### src/rtl/digitizer_pkg.sv
// Shared register map, bit positions and FSM encoding for the digitizer.
package digitizer_pkg;

    localparam logic [3:0] ADDR_CTRL     = 4'h0;
    localparam logic [3:0] ADDR_STATUS   = 4'h4;
    localparam logic [3:0] ADDR_PKT_SIZE = 4'h8;

    localparam int CTRL_START = 0;
    localparam int CTRL_TEST  = 1;

    localparam int ST_BUSY = 0;
    localparam int ST_DONE = 1;
    localparam int ST_OVF  = 2;

    // Each sample occupies one 16-bit half of a stream word.
    localparam int LANE_W = 16;

    typedef enum logic {
        IDLE = 1'b0,
        RUN  = 1'b1
    } state_t;

endpackage

### src/rtl/digitizer_packer.sv
// Pairs ADC samples into 32-bit words (first sample low half) behind a
// one-word holding register; flags a pair that finds the register occupied.
module digitizer_packer
    import digitizer_pkg::*;
#(
    parameter int ADC_W = 16
) (
    input  logic             clk,
    input  logic             reset,
    input  logic             en,
    input  logic             clr,
    input  logic             deq,
    input  logic [ADC_W-1:0] adc_data,
    input  logic             adc_valid,
    output logic [31:0]      hold_data,
    output logic             hold_valid,
    output logic             overflow
);

    logic             phase;
    logic [ADC_W-1:0] lo;
    logic             pair_done;
    logic             can_load;

    assign pair_done = en && adc_valid && phase;
    // A word leaving this cycle frees the slot for the pair completing now.
    assign can_load  = !hold_valid || deq;
    assign overflow  = pair_done && !can_load;

    always_ff @(posedge clk or posedge reset) begin
        if (reset) begin
            phase      <= 1'b0;
            lo         <= '0;
            hold_data  <= '0;
            hold_valid <= 1'b0;
        end else if (clr) begin
            phase      <= 1'b0;
            lo         <= '0;
            hold_data  <= '0;
            hold_valid <= 1'b0;
        end else begin
            if (en && adc_valid) begin
                phase <= !phase;
                if (!phase) lo <= adc_data;
            end
            if (pair_done && can_load) begin
                hold_data  <= {LANE_W'(adc_data), LANE_W'(lo)};
                hold_valid <= 1'b1;
            end else if (deq) begin
                hold_valid <= 1'b0;
            end
        end
    end

endmodule

### src/rtl/digitizer.sv
// Packet digitizer: register file plus IDLE/RUN packet FSM, streaming either
// a word-index test pattern or packed ADC samples over AXI-Stream.
module digitizer
    import digitizer_pkg::*;
#(
    parameter int ADC_W  = 16,
    parameter int SIZE_W = 24
) (
    input  logic             clk,
    input  logic             reset,
    input  logic [3:0]       reg_addr,
    input  logic             reg_wr,
    input  logic [31:0]      reg_wdata,
    input  logic             reg_rd,
    output logic [31:0]      reg_rdata,
    output logic             reg_rvalid,
    input  logic [ADC_W-1:0] adc_data,
    input  logic             adc_valid,
    output logic [31:0]      m_tdata,
    output logic             m_tvalid,
    input  logic             m_tready,
    output logic             m_tlast
);

    state_t            state, state_nxt;
    logic              ctrl_test, mode_test, done, ovf;
    logic [SIZE_W-1:0] pkt_size;
    logic [SIZE_W-3:0] words_left;
    logic [31:0]       tcnt;
    logic              wr_ctrl, start_req, go, go_empty, accept, finish, is_last;
    logic              busy, pk_en, pk_clr, hold_valid, pk_ovf;
    logic [31:0]       hold_data, rd_mux;
    logic              unused_wdata;

    assign unused_wdata = ^reg_wdata;

    assign wr_ctrl   = reg_wr && (reg_addr == ADDR_CTRL);
    assign start_req = wr_ctrl && reg_wdata[CTRL_START] && (state == IDLE);
    assign go        = start_req && (pkt_size[SIZE_W-1:2] != '0);
    assign go_empty  = start_req && (pkt_size[SIZE_W-1:2] == '0);
    assign is_last   = (words_left == (SIZE_W-2)'(1));
    assign accept    = m_tvalid && m_tready;
    assign finish    = accept && is_last;

    always_ff @(posedge clk or posedge reset) begin
        if (reset) state <= IDLE;
        else       state <= state_nxt;
    end

    always_comb begin
        state_nxt = state;
        case (state)
            IDLE:    if (go)     state_nxt = RUN;
            RUN:     if (finish) state_nxt = IDLE;
            default: state_nxt = IDLE;
        endcase
    end

    always_comb begin
        busy     = (state == RUN);
        pk_en    = busy && !mode_test;
        pk_clr   = go || finish;
        m_tvalid = busy && (mode_test || hold_valid);
        m_tlast  = m_tvalid && is_last;
        m_tdata  = '0;
        if (m_tvalid) m_tdata = mode_test ? tcnt : hold_data;
    end

    digitizer_packer #(.ADC_W(ADC_W)) u_packer (
        .clk        (clk),
        .reset      (reset),
        .en         (pk_en),
        .clr        (pk_clr),
        .deq        (accept && !mode_test),
        .adc_data   (adc_data),
        .adc_valid  (adc_valid),
        .hold_data  (hold_data),
        .hold_valid (hold_valid),
        .overflow   (pk_ovf)
    );

    always_ff @(posedge clk or posedge reset) begin
        if (reset) begin
            ctrl_test  <= 1'b0;
            mode_test  <= 1'b0;
            done       <= 1'b0;
            ovf        <= 1'b0;
            pkt_size   <= '0;
            words_left <= '0;
            tcnt       <= '0;
        end else begin
            if (wr_ctrl) ctrl_test <= reg_wdata[CTRL_TEST];
            if (reg_wr && (reg_addr == ADDR_PKT_SIZE)) pkt_size <= reg_wdata[SIZE_W-1:0];
            // Source is taken from the write that starts the packet.
            if (go) begin
                mode_test  <= reg_wdata[CTRL_TEST];
                words_left <= pkt_size[SIZE_W-1:2];
                tcnt       <= '0;
                done       <= 1'b0;
                ovf        <= 1'b0;
            end else begin
                if (accept) begin
                    words_left <= words_left - 1'b1;
                    tcnt       <= tcnt + 32'd1;
                end
                if (finish || go_empty) done <= 1'b1;
                if (pk_ovf) ovf <= 1'b1;
            end
        end
    end

    always_comb begin
        rd_mux = '0;
        case (reg_addr)
            ADDR_CTRL:     rd_mux[CTRL_TEST] = ctrl_test;
            ADDR_STATUS: begin
                rd_mux[ST_BUSY] = busy;
                rd_mux[ST_DONE] = done;
                rd_mux[ST_OVF]  = ovf;
            end
            ADDR_PKT_SIZE: rd_mux = 32'(pkt_size);
            default:       rd_mux = '0;
        endcase
    end

    always_ff @(posedge clk or posedge reset) begin
        if (reset) begin
            reg_rvalid <= 1'b0;
            reg_rdata  <= '0;
        end else begin
            reg_rvalid <= reg_rd;
            reg_rdata  <= reg_rd ? rd_mux : '0;
        end
    end

endmodule

### config.mk
export PLATFORM = sky130hd
export DESIGN_NAME = digitizer
export DESIGN_NICKNAME = d
export VERILOG_FILES = /design/src/rtl/digitizer_pkg.sv /design/src/rtl/digitizer_packer.sv /design/src/rtl/digitizer.sv
export SDC_FILE = /design/constraint.sdc
export NUM_CORES = 1
export LEC_CHECK = 0
export BUFFER_PORTS_ARGS = -buffer_cell sky130_fd_sc_hd__buf_2
export CORE_MARGIN = 2
export CORE_UTILIZATION = 51
export DETAILED_ROUTE_END_ITERATION = 10
export PLACE_DENSITY = 0.88
export REMOVE_ABC_BUFFERS = 1
export SLEW_MARGIN = 10
export SYNTH_ARGS = -nofsm -noshare
export SYNTH_HDL_FRONTEND = slang
export SYNTH_SLANG_ARGS = --single-unit
### constraint.sdc
create_clock -name clk -period 5.09 [get_ports clk]
set_clock_uncertainty 0.2 [all_clocks]
set_input_delay 0.7635 -clock clk [delete_from_list [all_inputs] [get_ports clk]]
set_output_delay 0.7635 -clock clk [all_outputs]
set_load 0.03 [all_outputs]
# ---- Word level (Yosys, flattened, before mapping)
# Index checks and enable logic that the tools add are counted.
dict set report word_totals {
  reg_bits 166
  output_inout_bits 67
  word_cells 83
}
dict set report classes {
  n_mux 28
  eq_ne 4
  addsub 2
  n_reduce_logical 34
  n_bitwise 1
}
# op count
set ops {}
lappend ops {{$mux W32} 7}
lappend ops {{$mux W16} 3}
lappend ops {{$mux W22} 2}
lappend ops {{$add A32 B1 Y32 const B} 1}
lappend ops {{$eq A22 B1 Y1 const B} 1}
lappend ops {{$logic_not A22 Y1} 1}
lappend ops {{$reduce_bool A22 Y1} 1}
lappend ops {{$sub A22 B1 Y22 const B} 1}
lappend ops {{$mux W21} 1}
lappend ops {{$logic_and A1 B1 Y1} 16}
lappend ops {{$mux W1} 11}
lappend ops {{$reduce_bool A2 Y1} 5}
lappend ops {{$pmux W1 S2} 3}
lappend ops {{$eq A4 B3 Y1 const B} 1}
lappend ops {{$eq A4 B4 Y1 const B} 1}
lappend ops {{$logic_not A1 Y1} 4}
lappend ops {{$logic_not A4 Y1} 1}
lappend ops {{$logic_or A1 B1 Y1} 4}
lappend ops {{$pmux W1 S3} 1}
lappend ops {{$reduce_bool A3 Y1} 1}
lappend ops {{$ne A2 B2 Y1 const B} 1}
lappend ops {{$reduce_and A2 Y1} 1}
lappend ops {{$not A1 Y1} 1}

# ---- Longest topological paths before layout
# Gate-level depths: netlist of the first run.
dict set report logic_depth {
  ltp_word 9
  ltp_mapped 8
}

# ---- By module
# From an unflattened synthesis of the first run, not the netlist that was laid out.
dict set report unflattened {
  cells_unflattened 664
  hier_area_um2 7272.0
}
# module cells_each area_each_um2 seq_area_each_um2 instances
set modules_own_cells {}
lappend modules_own_cells {digitizer 545 5442.7 2702.6 1}
lappend modules_own_cells {digitizer_packer 119 1829.3 1251.2 1}

# ---- Worst setup path before layout of the first run
# No wires, ideal clock.
dict set report synth_timing {
  path_type {reg2out}
  start {reg words_left[9]}
  end {out m_tlast}
  t_arrival_ps 2097
  stages_incl_launch_ff 5
  t_required_ps 4127
  setup_slack_ps 2029
  cell_sequence {dfrtp_1 > or4_4 > nor4_4 > nand3_1 > nor3_1}
}
dict set report synth_via {
  elab_chain_cells 2
}
# element line
set synth_rtl {}
lappend synth_rtl {{from (decl)} digitizer.sv:28} ;# logic [SIZE_W-3:0] words_left;
lappend synth_rtl {{from (signal assigned)} digitizer.sv:97} ;# words_left <= pkt_size[SIZE_W-1:2];
lappend synth_rtl {{from (signal assigned)} digitizer.sv:103} ;# words_left <= words_left - 1'b1;
lappend synth_rtl {{$eq A22 B1 Y1} digitizer.sv:41} ;# assign is_last = (words_left == (SIZE_W-2)'(1));
lappend synth_rtl {{$logic_and A1 B1 Y1} digitizer.sv:64} ;# m_tlast = m_tvalid && is_last;
lappend synth_rtl {{to (decl)} digitizer.sv:22} ;# output logic m_tlast
# No other way between the ends.

# ---- Worst setup path after layout of the first run
dict set report layout_timing {
  start {reg mode_test}
  end {out m_tlast}
}
dict set report layout_via {
  elab_chain_cells 3
}
# element line
set layout_rtl {}
lappend layout_rtl {{from (decl)} digitizer.sv:26} ;# logic ctrl_test, mode_test, done, ovf;
lappend layout_rtl {{from (signal assigned)} digitizer.sv:96} ;# mode_test <= reg_wdata[CTRL_TEST];
lappend layout_rtl {{$logic_or A1 B1 Y1} digitizer.sv:63} ;# m_tvalid = busy && (mode_test || hold_valid);
lappend layout_rtl {{$logic_and A1 B1 Y1} digitizer.sv:63}
lappend layout_rtl {{$logic_and A1 B1 Y1} digitizer.sv:64}
# No other way between the ends.

==> impl.org, run 1 <==
** Setup path
- In this run the register-to-register setup slack is 1.68 ns.
- Arr. time, crit path :: 2.81 ns
- Grouping stages by cell kind, the critical path spends the most delay in flip-flops.
- The critical path contains buffers and inverters numbering 2 combined.
- On the worst path, the slowest cell contributes a delay of 1.07 ns.
- STA classifies the critical path startpoint as a flop.
- CP Class :: flop to output pin
- STA puts the critical path data required time at 4.13 ns.
- The worst setup path is captured at an output pin.
- The slowest stage of the critical path belongs to the cell sky130_fd_sc_hd__dfrtp_2.
- Traced cell by cell, the critical path runs through o21ai_2, buf_4, nor3_1, buf_2.
- Along the worst path, the maximum fanout reaches 37.

** Clocking
- Clock tree synthesis found a total of 158 sinks.
- After clock tree synthesis, the flow added hold-fix buffers numbering 0.
- In this run the post-CTS setup repair buffer count came out at 0.
- Clock latency on the worst-skew pair, taken at its later pin, is 0.42 ns.
- TritonCTS built the clock tree.
- The number of gates resized after CTS was 0.
- Clock-pin slew was measured on the worst setup and hold paths at 0.06 ns.
- Maximum clock insertion buffer count :: 2
- Depth of the CTS H-tree :: 4
- Inserted Clock Buffers :: 17
- CTS Root Cell :: sky130_fd_sc_hd__clkbuf_16

** Routing
- In the routed design, unresolved DRC markers number 0.
- In the routed layout, each cell is associated on average with a via count of 5.591.
- In this run, the number of DRC markers left after iteration 0 of detailed routing was 445.
- Before antenna repair, the detailed router went through 5 iterations.
- Wire per inst :: 16.58 um
- DR vias :: 5619
- Total wire length after detailed routing :: 16.66 mm
- The count of nets left with antenna violations once routing finished came out at 0.

** Die
- Die span in y :: 125.7 um
- The floorplan step set the die width to 125.7 um.
- Total die area :: 15790 um^2
- Floorplan row count :: 44
- In this run the count of I/O pins placed on the die edge is 125.
- Starting density of the core :: 0.5213
- The total area inside the core boundary comes to 14480 um^2.

** Layout
- Share of post-route cells with drive strength above 1 :: 0.2412
- At the end of the flow the core is filled with cells to 0.6104.
- Area of all placed cells without fillers :: 8838 um^2
- Most common cell after layout, fill and taps aside :: sky130_fd_sc_hd__dfrtp_1
- Leading cell types in the layout, fill and taps excluded :: sky130_fd_sc_hd__dfrtp_1, sky130_fd_sc_hd__nor2_1, sky130_fd_sc_hd__buf_2
- The layout has 1221 filler cells.
- Antenna fix cells :: 0
- The final layout contains 869 nets.
- Relative to the synthesized area, the layout overhead comes to 17.11%.

** STA
- Time the final worst path needs with I/O delays and setup :: 3.777 ns
- In the finished design, the share of the clock period the worst path needs comes to 0.7421.
- Worst relative slew slack :: 0.2748
- Hold timing on the final database bottoms out at a slack of 0.2676 ns.
- The worst path meets setup with 1.313 ns of slack.
- # setup viols final :: 0
- Final Max Tran Viols :: 0
- Setup repair after global routing left no endpoint under its margin.
- For the pin with the worst max-slew slack, the measured transition is 1.088 ns.
- Final-report hold violation count :: 0
- Timing would allow up to 264.7 MHz.

** Yosys
- During synthesis, Yosys emitted a total of 0 warnings.
- Count of flip-flops with a built-in enable after synthesis :: 0
- Avg Inst Size Synth :: 10.68 um^2
- Sequential cell area fraction in the yosys report :: 0.5239
- Most used flip-flop cell after synthesis :: sky130_fd_sc_hd__dfrtp_1
- Post-synthesis cell area :: 7547 um^2
- Seq cells post-synth :: 158
- Synthesis instantiated 58 different standard cells from the library.
- In the synthesized netlist the async set-or-reset flop fraction comes to 1.000.
- In the synthesized netlist, the number of instances is 707.

** Status
- Status :: finished clean

** Pwr
- The design draws 0.004351 W.
- In this run the power spent charging and discharging nets is 0.001383 W.
- In this run the power density over the cells is 492.3 nW/um^2.
- Switching portion of total power :: 0.3177
- Max VDD drop :: 252.1 uV
- Proportion of power drawn by combinational gates :: 0.238
- Of the total power, the clock network draws 0.329.
- Int Power :: 0.002969 W
- In this run the static leakage power is 4.112 nW.
- Fraction of power consumed by sequential logic :: 0.434

** GRT
- Number of antenna violations at the first check in global routing :: 0
- GR Util All Layers :: 0.2188
- The number of global-route vias before repair came to 5326.
- First-pass GRT wire length :: 27.32 mm
- Summed over all layers, the global routing overflow is 0.
- Entering global routing, the biggest net connects 96 pins.

** Placement
- Placement Cell Area :: 8167 um^2
- At the end of routability-driven placement, the weighted congestion stood at 0.9027.
- Pre-CTS setup slack :: 1.587 ns
- Port buffering added 108 buffers.
- After legalization and detailed placement, the total HPWL measured 11.17 mm.

** Worst hold path
- The tightest min-delay check is of the primary input to flop type.

** Job
- Max-cap violations in this run came to 0.
-- kinds of logic (layout without fill, tap and decap cells) --
family / Yosys count / in the layout / synth area share
AO/OA/AOI/OAI: 58 / 58 / 0.05007
XOR/XNOR: 31 / 31 / 0.03597
adder cells (fa/ha/maj): 3 / 3 / 0.004974
buffers and inverters: 48 / 155 / 0.03746
flip-flops: 158 / 158 / 0.5239
multiplexers: 108 / 108 / 0.1474
other: 1 / 8 / 0.0004969
AND/OR/NAND/NOR: 300 / 300 / 0.1998
-- metal layers --
layer / vias up / wire length, um / global-route usage
li1: 2652 / - / -
met4: 0 / 316 / 0.08170
met5: - / 0 / 0
met1: 2758 / 7656 / 0.3164
met2: 182 / 7773 / 0.3291
met3: 27 / 915 / 0.04503
-- flip-flops by register name, indices dropped and copies added, names as in the netlist --
register             cells
reg_rvalid               1
mode_test                1
busy                     1
words_left              22
u_packer.hold_valid      1
reg_rdata               24
pkt_size                24
tcnt                    32
ctrl_test                1
u_packer.phase           1
ovf                      1
done                     1
u_packer.lo             16
u_packer.hold_data      32
-- power groups by stage --
stage	Clock (W)	Combinational [W]	Sequential, W
finish	0.00143	0.00103	0.00189
global route	0.00151	0.00115	0.00194
CTS	0.00145	0.00104	0.00188
detailed placement	0	0.00103	0.00190
global placement	0	0.000992	0.00188
floorplan	0	0.000808	0.00182
-- synthesized netlist by cell type, drive strengths merged, types with 4 or more instances --
cell	count	area [um^2]
nor4	14	132.6
nor2	128	500.5
and2	22	137.6
o211ai	7	57.55
and3	5	32.53
buf	25	185.2
a221o	4	40.04
mux2	25	281.5
xor2	19	166.4
nor2b	6	37.54
nand2	47	178.9
inv	7	26.28
or4	6	50.05
nor3	13	65.06
mux2i	83	830.8
clkbuf	16	71.31
or3	5	31.28
nand4	16	112.6
a21oi	14	70.07
o21ai	19	95.09
nand3	26	135.1
dfrtp	158	3954
xnor2	12	105.1
-- final timing paths --
kind                             start                      to  cells after the start
setup / recovery             mode_test                 m_tlast                      4
hold / removal                  reg_rd              reg_rvalid                      1
setup reg to reg           pkt_size[5]  u_packer.hold_data[16]                      5
hold reg to reg            pkt_size[0]             pkt_size[0]                      1
max in group asynchronous        reset  u_packer.hold_data[17]                      3
min in group asynchronous        reset  u_packer.hold_data[24]                      2
-- worst reg2reg max path: cells and delay by family, from the launching register on --
kind | cells | cell delay, ns
simple gates | 4 | 1.93
flops | 1 | 0.44
compound gates | 1 | 0.76
-- metrics by stage --
stage          instances  TNS [ns]
2_1_floorplan        673    -21.60
3_3_place_gp         973         0
3_5_place_dp         973         0
4_1_cts             1005         0
5_1_grt             1005         0
6_report            1005         0
-- area by class of cell --
cell class              instances  area, um^2  area share
flip-flops and latches        158        3955      0.4475
multi-input cells             508        3349      0.3790
repair buffers                116       600.6     0.06795
clock buffers                  21       460.4     0.05210
well taps                     184       230.2     0.02605
clock inverters                11       211.5     0.02392
inverters                       7       31.28    0.003539
Power figures use the tool's default switching activity.
==> run 2: changes to the inputs <==
--- a/config.mk
+++ b/config.mk
@@ -5,11 +5,12 @@
 export SDC_FILE = /design/constraint.sdc
 export NUM_CORES = 1
 export LEC_CHECK = 0
+export ABC_AREA = 1
 export BUFFER_PORTS_ARGS = -buffer_cell sky130_fd_sc_hd__buf_2
 export CORE_MARGIN = 2
-export CORE_UTILIZATION = 51
+export CORE_UTILIZATION = 58
 export DETAILED_ROUTE_END_ITERATION = 10
-export PLACE_DENSITY = 0.88
+export PLACE_DENSITY = 0.93
 export REMOVE_ABC_BUFFERS = 1
 export SLEW_MARGIN = 10
 export SYNTH_ARGS = -nofsm -noshare
==> constraint.sdc (replaced) <==
create_clock -name clk -period 3.6 [get_ports clk]
set_clock_uncertainty 0.2 [all_clocks]
set_input_delay 0.54 -clock clk [delete_from_list [all_inputs] [get_ports clk]]
set_output_delay 0.54 -clock clk [all_outputs]
set_load 0.03 [all_outputs]
==> run 2 against run 1 <==
  * Setup slack got worse by 0.64 ns
  * Combinational power rose by 61%
  * Critical endpoint is now m_tdata[16]
  * Worst hold slack got worse by 0.26 ns
  * First-iteration DRC count rose by 120%
  * Cell count rose by 47%
  * Synthesized cell count rose by 69%
  * Die area rose by 0.96%
  * Largest cell class unchanged
  * Area after synthesis rose by 15%
  * Sequential power rose by 39%
==> impl.org, run 2 <==
** Placement
- Cells after DPL :: 1442 (was 973)
- The standard cell area after detailed placement was 9216 um^2 (was 8167 um^2).
- Input/output buffers :: 108 (unchanged)
- Total half-perimeter wirelength after legalization and detailed placement :: 15.67 mm (was 11.17 mm)
- Final GP Congestion :: 0.9651 (was 0.9027)

** Die
- The vertical extent of the die came to 126.3 um (was 125.7 um).
- The core footprint was 14590 um^2 (was 14480 um^2).
- Total die area :: 15940 um^2 (was 15790 um^2)
- The chip width is 126.3 um (was 125.7 um).
- The top-level I/O count was 125 (unchanged).
- The initial core utilization was 0.5942 (was 0.5213).
- Floorplan row count :: 44 (unchanged)

** Pwr
- The leakage power figure came to 5.205 nW (was 4.112 nW).
- PD cells :: 625.7 nW/um^2 (was 492.3 nW/um^2)
- The worst vdd rail ir drop came to 401.7 uV (was 252.1 uV).

** STA
- The number of failing hold endpoints at the final stage came to 0 (unchanged).
- Final Max Tran Viols :: 0 (unchanged)
- The slew of the pin with the lowest slew margin was 0.8451 ns (was 1.088 ns).
- The final setup violation count is 0 (unchanged).
- Fmax :: 341.7 MHz
- Final cycle utilization of the critical path :: 0.8129
- RSZ-0062 raised after global routing :: no (unchanged)
- Worst relative slew slack :: 0.4366 (was 0.2748)
- The clock period could shrink to 2.926 ns.

** Yosys
- Most frequent cells after synthesis: sky130_fd_sc_hd__nand2_1, sky130_fd_sc_hd__dfrtp_1, sky130_fd_sc_hd__nor2_1 (was sky130_fd_sc_hd__dfrtp_1, sky130_fd_sc_hd__nor2_1, sky130_fd_sc_hd__mux2i_1).
- The async set-reset flop share out of synthesis came to 1.000 (unchanged).
- Distinct cell type count after synthesis :: 38 (was 58)
- The share of the synthesized area in the top cell type was 0.4561 (was 0.5239).
- Dominant cells by area after synthesis :: sky130_fd_sc_hd__dfrtp_1, sky130_fd_sc_hd__nand2_1, sky130_fd_sc_hd__nand4_1 (was sky130_fd_sc_hd__dfrtp_1, sky130_fd_sc_hd__mux2i_1, sky130_fd_sc_hd__nor2_1)
- The dominant cell type by area after synthesis was sky130_fd_sc_hd__dfrtp_1 (unchanged).
- Most common cell in the synthesized netlist :: sky130_fd_sc_hd__nand2_1 (was sky130_fd_sc_hd__dfrtp_1)
- The number of flops mapped to enable cells by yosys came to 0 (unchanged).
- The most frequently used flop master after synthesis is sky130_fd_sc_hd__dfrtp_1 (unchanged).
- Synthesized instance count :: 1197 (was 707)
- Sequential cell area fraction in the yosys report :: 0.4561 (was 0.5239)
- The total standard cell area after synthesis came to 8668 um^2 (was 7547 um^2).
- The per-instance average area after synthesis was 7.242 um^2 (was 10.68 um^2).
- Seq cells post-synth :: 158 (unchanged)
- The total of warnings raised by yosys was 0 (unchanged).

** Clocking
- CTS Root Cell :: sky130_fd_sc_hd__clkbuf_16 (unchanged)
- Hold buffer count at cts :: 0 (unchanged)
- Inserted Clock Buffers :: 17 (unchanged)
- Depth of the CTS H-tree :: 4 (unchanged)
- Clock-pin slew on the worst setup and hold paths :: 0.07 ns (was 0.06 ns)
- Maximum clock insertion buffer count :: 2 (unchanged)
- TritonCTS sink count :: 158 (unchanged)
- The TritonCTS clock tree was done (unchanged).
- Later-pin clock latency in the skew report :: 0.44 ns (was 0.42 ns)
- Post-CTS setup buffer count :: 0 (unchanged)
- Post-CTS sizing :: 0 (unchanged)

** GRT
- GR Util All Layers :: 0.3017 (was 0.2188)
- The first-pass GRT wire length is 38.48 mm (was 27.32 mm).
- Vias in the first global route :: 7782 (was 5326)
- Total congestion overflow after global routing :: 0 (unchanged)
- Maximum number of pins on one net before global-route repair :: 83 (was 96)
- The initial antenna violation count was 0 (unchanged).

** Layout
- Leading cell types in the layout, fill and taps excluded :: sky130_fd_sc_hd__nand2_1, sky130_fd_sc_hd__dfrtp_1, sky130_fd_sc_hd__nor2_1 (was sky130_fd_sc_hd__dfrtp_1, sky130_fd_sc_hd__nor2_1, sky130_fd_sc_hd__buf_2)
- The number of diodes was 0 (unchanged).
- Number of filler cells placed in the layout :: 1132 (was 1221)
- The sequential standard cell area came to 3954 um^2 (was 3955 um^2).
- Final Instance Count excl. Fillers :: 1473 (was 1005)
- Share of post-route cells with drive strength above 1 :: 0.1381 (was 0.2412)
- The area of combinational cells with multiple inputs came to 3881 um^2 (was 3349 um^2).
- Most common cell after layout, fill and taps aside :: sky130_fd_sc_hd__nand2_1 (was sky130_fd_sc_hd__dfrtp_1)
- The utilization of the core after routing is 0.6727 (was 0.6104).
- Final Net Count :: 1338 (was 869)
- Largest registers: tcnt: 32 flops, u_packer.hold_data: 32 flops (unchanged).
- The final cell area excluding filler cells is 9814 um^2 (was 8838 um^2).
- Synthesis-to-layout area growth :: 13.22% (was 17.11%)

** Setup path
- The category of the worst setup path launch point is a flop (unchanged).
- The number of cells traversed by the worst register-to-register path is 10 (was 5).
- The startpoint of the worst-slack reg-to-reg timing path is mode_test (was pkt_size[5]).
- The critical path data arrival time was 2.19 ns (was 2.81 ns).
- The slowest cell on the critical path was sky130_fd_sc_hd__dfrtp_1 (was sky130_fd_sc_hd__dfrtp_2).
- Endpoint type of the worst setup path :: output pin (unchanged)
- The critical path required time is 2.86 ns (was 4.13 ns).
- The maximum fanout along the worst path is 27 (was 37).
- CP Class :: flop to output pin (unchanged)
- Register-to-register path setup slack :: 0.78 ns (was 1.68 ns)
- The end of the worst register-to-register path is u_packer.hold_data[28] (was u_packer.hold_data[16]).
- Largest stage delay on the critical path :: 0.62 ns (was 1.07 ns)
- Cells along the critical path :: nor2_1, nor2_4, buf_4, nand2_1, inv_1, buf_2 (was o21ai_2, buf_4, nor3_1, buf_2)

** Routing
- The detailed router's first-iteration violation count came to 983 (was 445).
- The via density per instance came to 5.825 (was 5.591).
- The remaining design rule violation count was 0 (unchanged).
- The average wire per standard cell was 16.03 um (was 16.58 um).
- Number of routed nets with antenna violations :: 0 (unchanged)
- The final wirelength is 23.62 mm (was 16.66 mm).
- Number of search-and-repair iterations in the first detailed-routing pass :: 6 (was 5)
- DR vias :: 8580 (was 5619)

** Job
- The total of max-cap violations came to 0 (unchanged).

** Worst hold path
- The worst hold-check path type is primary input to async pin (was primary input to flop).

** Status
- Status: finished clean (unchanged).
[run 2: cell count changes after synthesis, moves of 12 or more]
cell / previous run / this run
sky130_fd_sc_hd__inv_1: 7 / 132
sky130_fd_sc_hd__a21oi_1: 14 / 40
sky130_fd_sc_hd__nand2_1: 46 / 364
sky130_fd_sc_hd__o21ai_0: 18 / 41
sky130_fd_sc_hd__nor3_1: 13 / 30
sky130_fd_sc_hd__nor2_1: 120 / 151
sky130_fd_sc_hd__and2_1: 22 / 0
sky130_fd_sc_hd__mux2_2: 25 / 4
sky130_fd_sc_hd__buf_2: 7 / 24
sky130_fd_sc_hd__mux2i_1: 83 / 0
sky130_fd_sc_hd__xor2_1: 19 / 7
sky130_fd_sc_hd__nand4_1: 14 / 96
sky130_fd_sc_hd__nand3_1: 25 / 69
[run 2: metrics by stage]
step	hold WS (ns)	total power, W	TNS, ns	worst slack [ns]
CTS	0.04223	0.006102	0	0.7104
global route	0.07455	0.006488	0	0.5378
detailed placement	0.2770	0.004250	0	0.8719
global placement	0.2662	0.004165	0	0.9534
floorplan	0.2534	0.003736	-221.71	-1.403
finish	0.007799	0.006141	0	0.6736
[run 2: critical path: cells and delay by family (launching register included)]
| family | cells | cell delay [ns] |
|---|---|---|
| buffers and inverters | 3 | 0.60 |
| AND/OR/NAND/NOR | 3 | 0.52 |
| flip-flops | 1 | 0.62 |
[run 2: layer usage]
layer | up-vias | part of all wire | global-route usage
li1 | 3993 | - | -
met1 | 4049 | 0.42 | 0.4405
met2 | 478 | 0.46 | 0.4573
met3 | 60 | 0.093 | 0.05777
met4 | 0 | 0.024 | 0.1008
met5 | - | 0 | 0
[run 2: cell families (layout without fill, tap and decap cells)]
| kind of cell | count (synthesis) | after routing | synth area share |
|---|---|---|---|
| AO/OA/AOI/OAI | 92 | 92 | 0.05673 |
| XOR/XNOR | 8 | 8 | 0.008083 |
| adder cells (fa/ha/maj) | 3 | 3 | 0.004331 |
| buffers and inverters | 201 | 286 | 0.09916 |
| flip-flops | 158 | 158 | 0.4561 |
| multiplexers | 4 | 4 | 0.005196 |
| other | 1 | 8 | 0.0004326 |
| AND/OR/NAND/NOR | 730 | 730 | 0.3699 |
[run 2: power by group]
group,internal (W),switching [W]
Combinational,0.000556,0.00110
Sequential,0.00223,0.000398
Clock,0.00112,0.000730
Total,0.00391,0.00223
[run 2: area by class of cell]
class / count / share of cell area
timing repair buffer: 119 / 0.06476
multi-input combinational: 845 / 0.3955
tap: 184 / 0.02346
clock inverter: 10 / 0.01402
clock buffer: 21 / 0.04691
sequential: 158 / 0.4029
inverter: 136 / 0.05252
[run 2: worst max-delay path by stage]
stage | cells after the start | endpoint | start | slack [ns]
global placement | 10 | u_packer.hold_data[16] | mode_test | 0.95
floorplan | 1 | busy | reset | -1.40
CTS | 6 | m_tdata[16] | mode_test | 0.71
finish | 6 | m_tdata[16] | mode_test | 0.67
global route | 10 | u_packer.hold_data[22] | mode_test | 0.54
detailed placement | 10 | u_packer.hold_data[3] | mode_test | 0.87
==> run 3: changes to the inputs <==
--- a/config.mk
+++ b/config.mk
@@ -8,9 +8,9 @@
 export ABC_AREA = 1
 export BUFFER_PORTS_ARGS = -buffer_cell sky130_fd_sc_hd__buf_2
 export CORE_MARGIN = 2
-export CORE_UTILIZATION = 58
+export CORE_UTILIZATION = 52
 export DETAILED_ROUTE_END_ITERATION = 10
-export PLACE_DENSITY = 0.93
+export PLACE_DENSITY = 0.88
 export REMOVE_ABC_BUFFERS = 1
 export SLEW_MARGIN = 10
 export SYNTH_ARGS = -nofsm -noshare
==> constraint.sdc (replaced) <==
create_clock -name clk -period 2.59 [get_ports clk]
set_clock_uncertainty 0.2 [all_clocks]
set_input_delay 0.3885 -clock clk [delete_from_list [all_inputs] [get_ports clk]]
set_output_delay 0.3885 -clock clk [all_outputs]
set_load 0.03 [all_outputs]
==> run 3 against run 2 <==
  * Power is 39% higher
  * Cell area increased by 4.1%
  * Register-to-register slack worse by 0.52 ns
  * Sequential power increased by 38%
  * Critical path type unchanged
  * Via count rose by 0.38%
  * Combinational power grew 48%
  * Die area up 11%
==> impl.org, run 3 (same netlist as run 2, synthesis figures left out) <==
** Status
- Status: finished clean (unchanged).

** Setup path
- The reg2reg setup slack was 0.26 ns (was 0.78 ns).
- CP max-delay cell :: sky130_fd_sc_hd__dfrtp_1 (unchanged)
- The end of the worst register-to-register path was words_left[1] (was u_packer.hold_data[28]).
- Worst reg2reg path depth :: 9 (was 10)
- The kind of cell adding the most delay to the critical path is buffers and inverters (was flip-flops).
- Critical Path RT :: 2.00 ns (was 2.86 ns)
- Cells along the critical path :: clkinvlp_4, buf_4, o21ai_0, nand2_1, inv_1, buf_2 (was nor2_1, nor2_4, buf_4, nand2_1, inv_1, buf_2)
- The maximum fanout along the worst path came to 11 (was 27).
- The number of buffer and inverter instances along the worst setup path is 4 (was 3).
- The startpoint of the worst-slack reg-to-reg timing path was mode_test (unchanged).
- Startpoint type of the worst setup path :: flop (unchanged)
- The critical path data arrival time is 1.88 ns (was 2.19 ns).
- Endpoint type of the worst setup path :: output pin (unchanged)
- The type of the worst setup path is flop to output pin (unchanged).
- The maximum cell stage delay along the critical path is 0.40 ns (was 0.62 ns).

** Die
- Total die area :: 17720 um^2 (was 15940 um^2)
- The chip width is 133.1 um (was 126.3 um).
- The row count came to 47 (was 44).
- The top-level I/O count was 125 (unchanged).
- The core footprint came to 16470 um^2 (was 14590 um^2).
- Starting density of the core :: 0.5264 (was 0.5942)
- Die span in y :: 133.1 um (was 126.3 um)

** STA
- Time the final worst path needs with I/O delays and setup :: 2.473 ns
- Slew at the pin with the worst max-slew slack :: 0.7703 ns (was 0.8451 ns)
- Worst relative slew slack :: 0.4859 (was 0.4366)
- Final cycle utilization of the critical path :: 0.9549
- Final Max Tran Viols :: 0 (unchanged)
- Fmax :: 404.3 MHz
- The number of failing hold endpoints at the final stage came to 0 (unchanged).
- # setup viols final :: 0 (unchanged)
- RSZ-0062 raised after global routing: no (unchanged).

** Layout
- The area added between synthesis and finish was 17.88% (was 13.22%).
- Largest registers :: tcnt: 32 flops, u_packer.hold_data: 32 flops (unchanged)
- Final Net Count :: 1372 (was 1338)
- Number of filler cells placed in the layout :: 1394 (was 1132)
- Final Instance Count excl. Fillers :: 1544 (was 1473)
- The final cell area excluding filler cells came to 10220 um^2 (was 9814 um^2).
- The layout cell share with drive strength beyond 1 was 0.1533 (was 0.1381).
- Leading cell types in the layout, fill and taps excluded: sky130_fd_sc_hd__nand2_1, sky130_fd_sc_hd__dfrtp_1, sky130_fd_sc_hd__nor2_1 (unchanged).
- The area of combinational cells with multiple inputs is 3886 um^2 (was 3881 um^2).
- The leading cell type in the layout, fill and taps excluded was sky130_fd_sc_hd__nand2_1 (unchanged).
- Antenna fix cells :: 0 (unchanged)
- The sequential standard cell area is 3955 um^2 (was 3954 um^2).

** Worst hold path
- The worst hold path passes through 3 cells.
- For hold timing, the worst endpoint is pkt_size[11].
- Hold Crit Class :: primary input to flop (was primary input to async pin)
- Worst min-delay path startpoint :: reg_wdata[11]

** GRT
- The first-pass GRT wire length came to 39.33 mm (was 38.48 mm).
- The global router's overall resource usage is 0.2780 (was 0.3017).
- Maximum number of pins on one net before global-route repair :: 71 (was 83)
- The number of global-route vias before repair is 7953 (was 7782).
- Total congestion overflow after global routing :: 0 (unchanged)
- Number of antenna violations at the first check in global routing :: 0 (unchanged)

** Pwr
- Int Power :: 0.005347 W (was 0.003909 W)
- The areal power density over the cells is 833.8 nW/um^2 (was 625.7 nW/um^2).
- Switching power :: 0.003174 W (was 0.002232 W)
- The worst vdd rail ir drop came to 496.4 uV (was 401.7 uV).
- The part of the total power dissipated in combinational logic came to 0.288 (was 0.270).
- Leakage dissipation :: 5.379 nW (was 5.205 nW)
- The sequential share of power was 0.427 (was 0.428).
- Switching portion of total power :: 0.3725 (was 0.3634)
- Clock share of power :: 0.286 (was 0.302)

** Routing
- Number of routed nets with antenna violations :: 0 (unchanged)
- Routed vias/inst :: 5.578 (was 5.825)
- The detailed router's first-iteration violation count came to 1129 (was 983).
- The final wirelength is 24.16 mm (was 23.62 mm).
- The average wire per standard cell was 15.64 um (was 16.03 um).
- The count of TritonRoute iterations in the first routing pass was 8 (was 6).
- The remaining design rule violation count is 0 (unchanged).
- The total number of vias was 8613 (was 8580).

** Clocking
- Inserted Clock Buffers :: 17 (unchanged)
- Depth of the CTS H-tree :: 4 (unchanged)
- The root buffer cell is sky130_fd_sc_hd__clkbuf_16 (unchanged).
- Maximum clock insertion buffer count :: 2 (unchanged)
- Clock-pin slew on the worst setup and hold paths :: 0.06 ns (was 0.07 ns)
- The clock insertion delay at the later pin of the skew report came to 0.44 ns (about the same).
- TritonCTS sink count :: 158 (unchanged)
- CTS tree :: done (unchanged)

** Placement
- The standard cell area after detailed placement was 9439 um^2 (was 9216 um^2).
- The placed wire-length estimate after detailed placement was 16.52 mm (was 15.67 mm).
- Input/output buffers :: 108 (unchanged)
- The routability congestion estimate from global placement was 0.9425 (was 0.9651).
- Cells after DPL :: 1490 (was 1442)

** Job
- Number of max-cap violations :: 0 (unchanged)
run 3: changes by cell type in the layout (fill, tap and decap cells not counted), moves of 2 or more:
cell,delta
sky130_fd_sc_hd__dlygate4sd3_1,+14
sky130_fd_sc_hd__buf_4,+13
sky130_fd_sc_hd__buf_12,+7
sky130_fd_sc_hd__clkinv_4,+3
sky130_fd_sc_hd__bufinv_16,-2
run 3: how the worst max path moves through the flow:
stage	depth (start not counted)	slack, ns	to	start
after global placement	8	0.37	tcnt[9]	reg_addr[1]
after global routing	6	0.03	m_tdata[1]	mode_test
after detailed placement	8	0.35	tcnt[9]	reg_addr[2]
after CTS	6	0.02	m_tdata[25]	busy
after floorplan	1	-2.26	busy	reset
final	6	0.12	m_tdata[0]	mode_test
run 3: power groups by stage:
stage,logic (W),registers (W),clock network (W)
floorplan,0.00168,0.00351,0
global placement,0.00224,0.00361,0
detailed placement,0.00233,0.00364,0
CTS,0.00238,0.00361,0.00245
global route,0.00275,0.00371,0.00255
finish,0.00245,0.00363,0.00243
run 3: final cells by class:
type,count,area share
sequential,158,0.3870
multi-input combinational,845,0.3803
timing repair buffer,153,0.09918
inverter,136,0.05081
clock buffer,20,0.04469
tap,220,0.02694
clock inverter,12,0.01102
run 3: per-stage QoR:
stage | utilization | TNS, ns | setup WS, ns | hold WS [ns] | power [W]
finish | 0.6206 | 0 | 0.1168 | 0.004091 | 0.008520
global route | 0.6206 | 0 | 0.03051 | 0.01307 | 0.009012
CTS | 0.6166 | 0 | 0.02318 | 0.0006811 | 0.008437
detailed placement | 0.5733 | 0 | 0.3488 | 0.2820 | 0.005968
global placement | 0.5733 | 0 | 0.3662 | 0.2665 | 0.005846
floorplan | - | -380.30 | -2.262 | 0.2199 | 0.005193
run 3: worst register-to-register path: cells and delay by family, from the launching register on:
kind                   cells  cell delay [ns]
buffers and inverters      3             0.63
and+or+nand+nor            6             1.04
DFF                        1             0.41
run 3: routing by layer:
layer / up-vias / part of all wire / global-route usage / routed length, um
li1: 4061 / - / - / -
met1: 4023 / 0.41 / 0.3825 / 9962
met2: 469 / 0.47 / 0.4381 / 11360
met3: 60 / 0.094 / 0.05403 / 2267
met4: 0 / 0.023 / 0.1105 / 567
met5: - / 0 / 0 / 0
run 3: repair_timing:
item / 4_1_cts / 5_1_grt
endpoints found under the setup margin: 1 / 31
hold buffers: 14 / 0
buffers inserted: 0 / 8
resized for setup: 1 / 2
pin swaps: 0 / 1
gates cloned: 0 / 0
endpoints found under the hold margin: 69 / 0
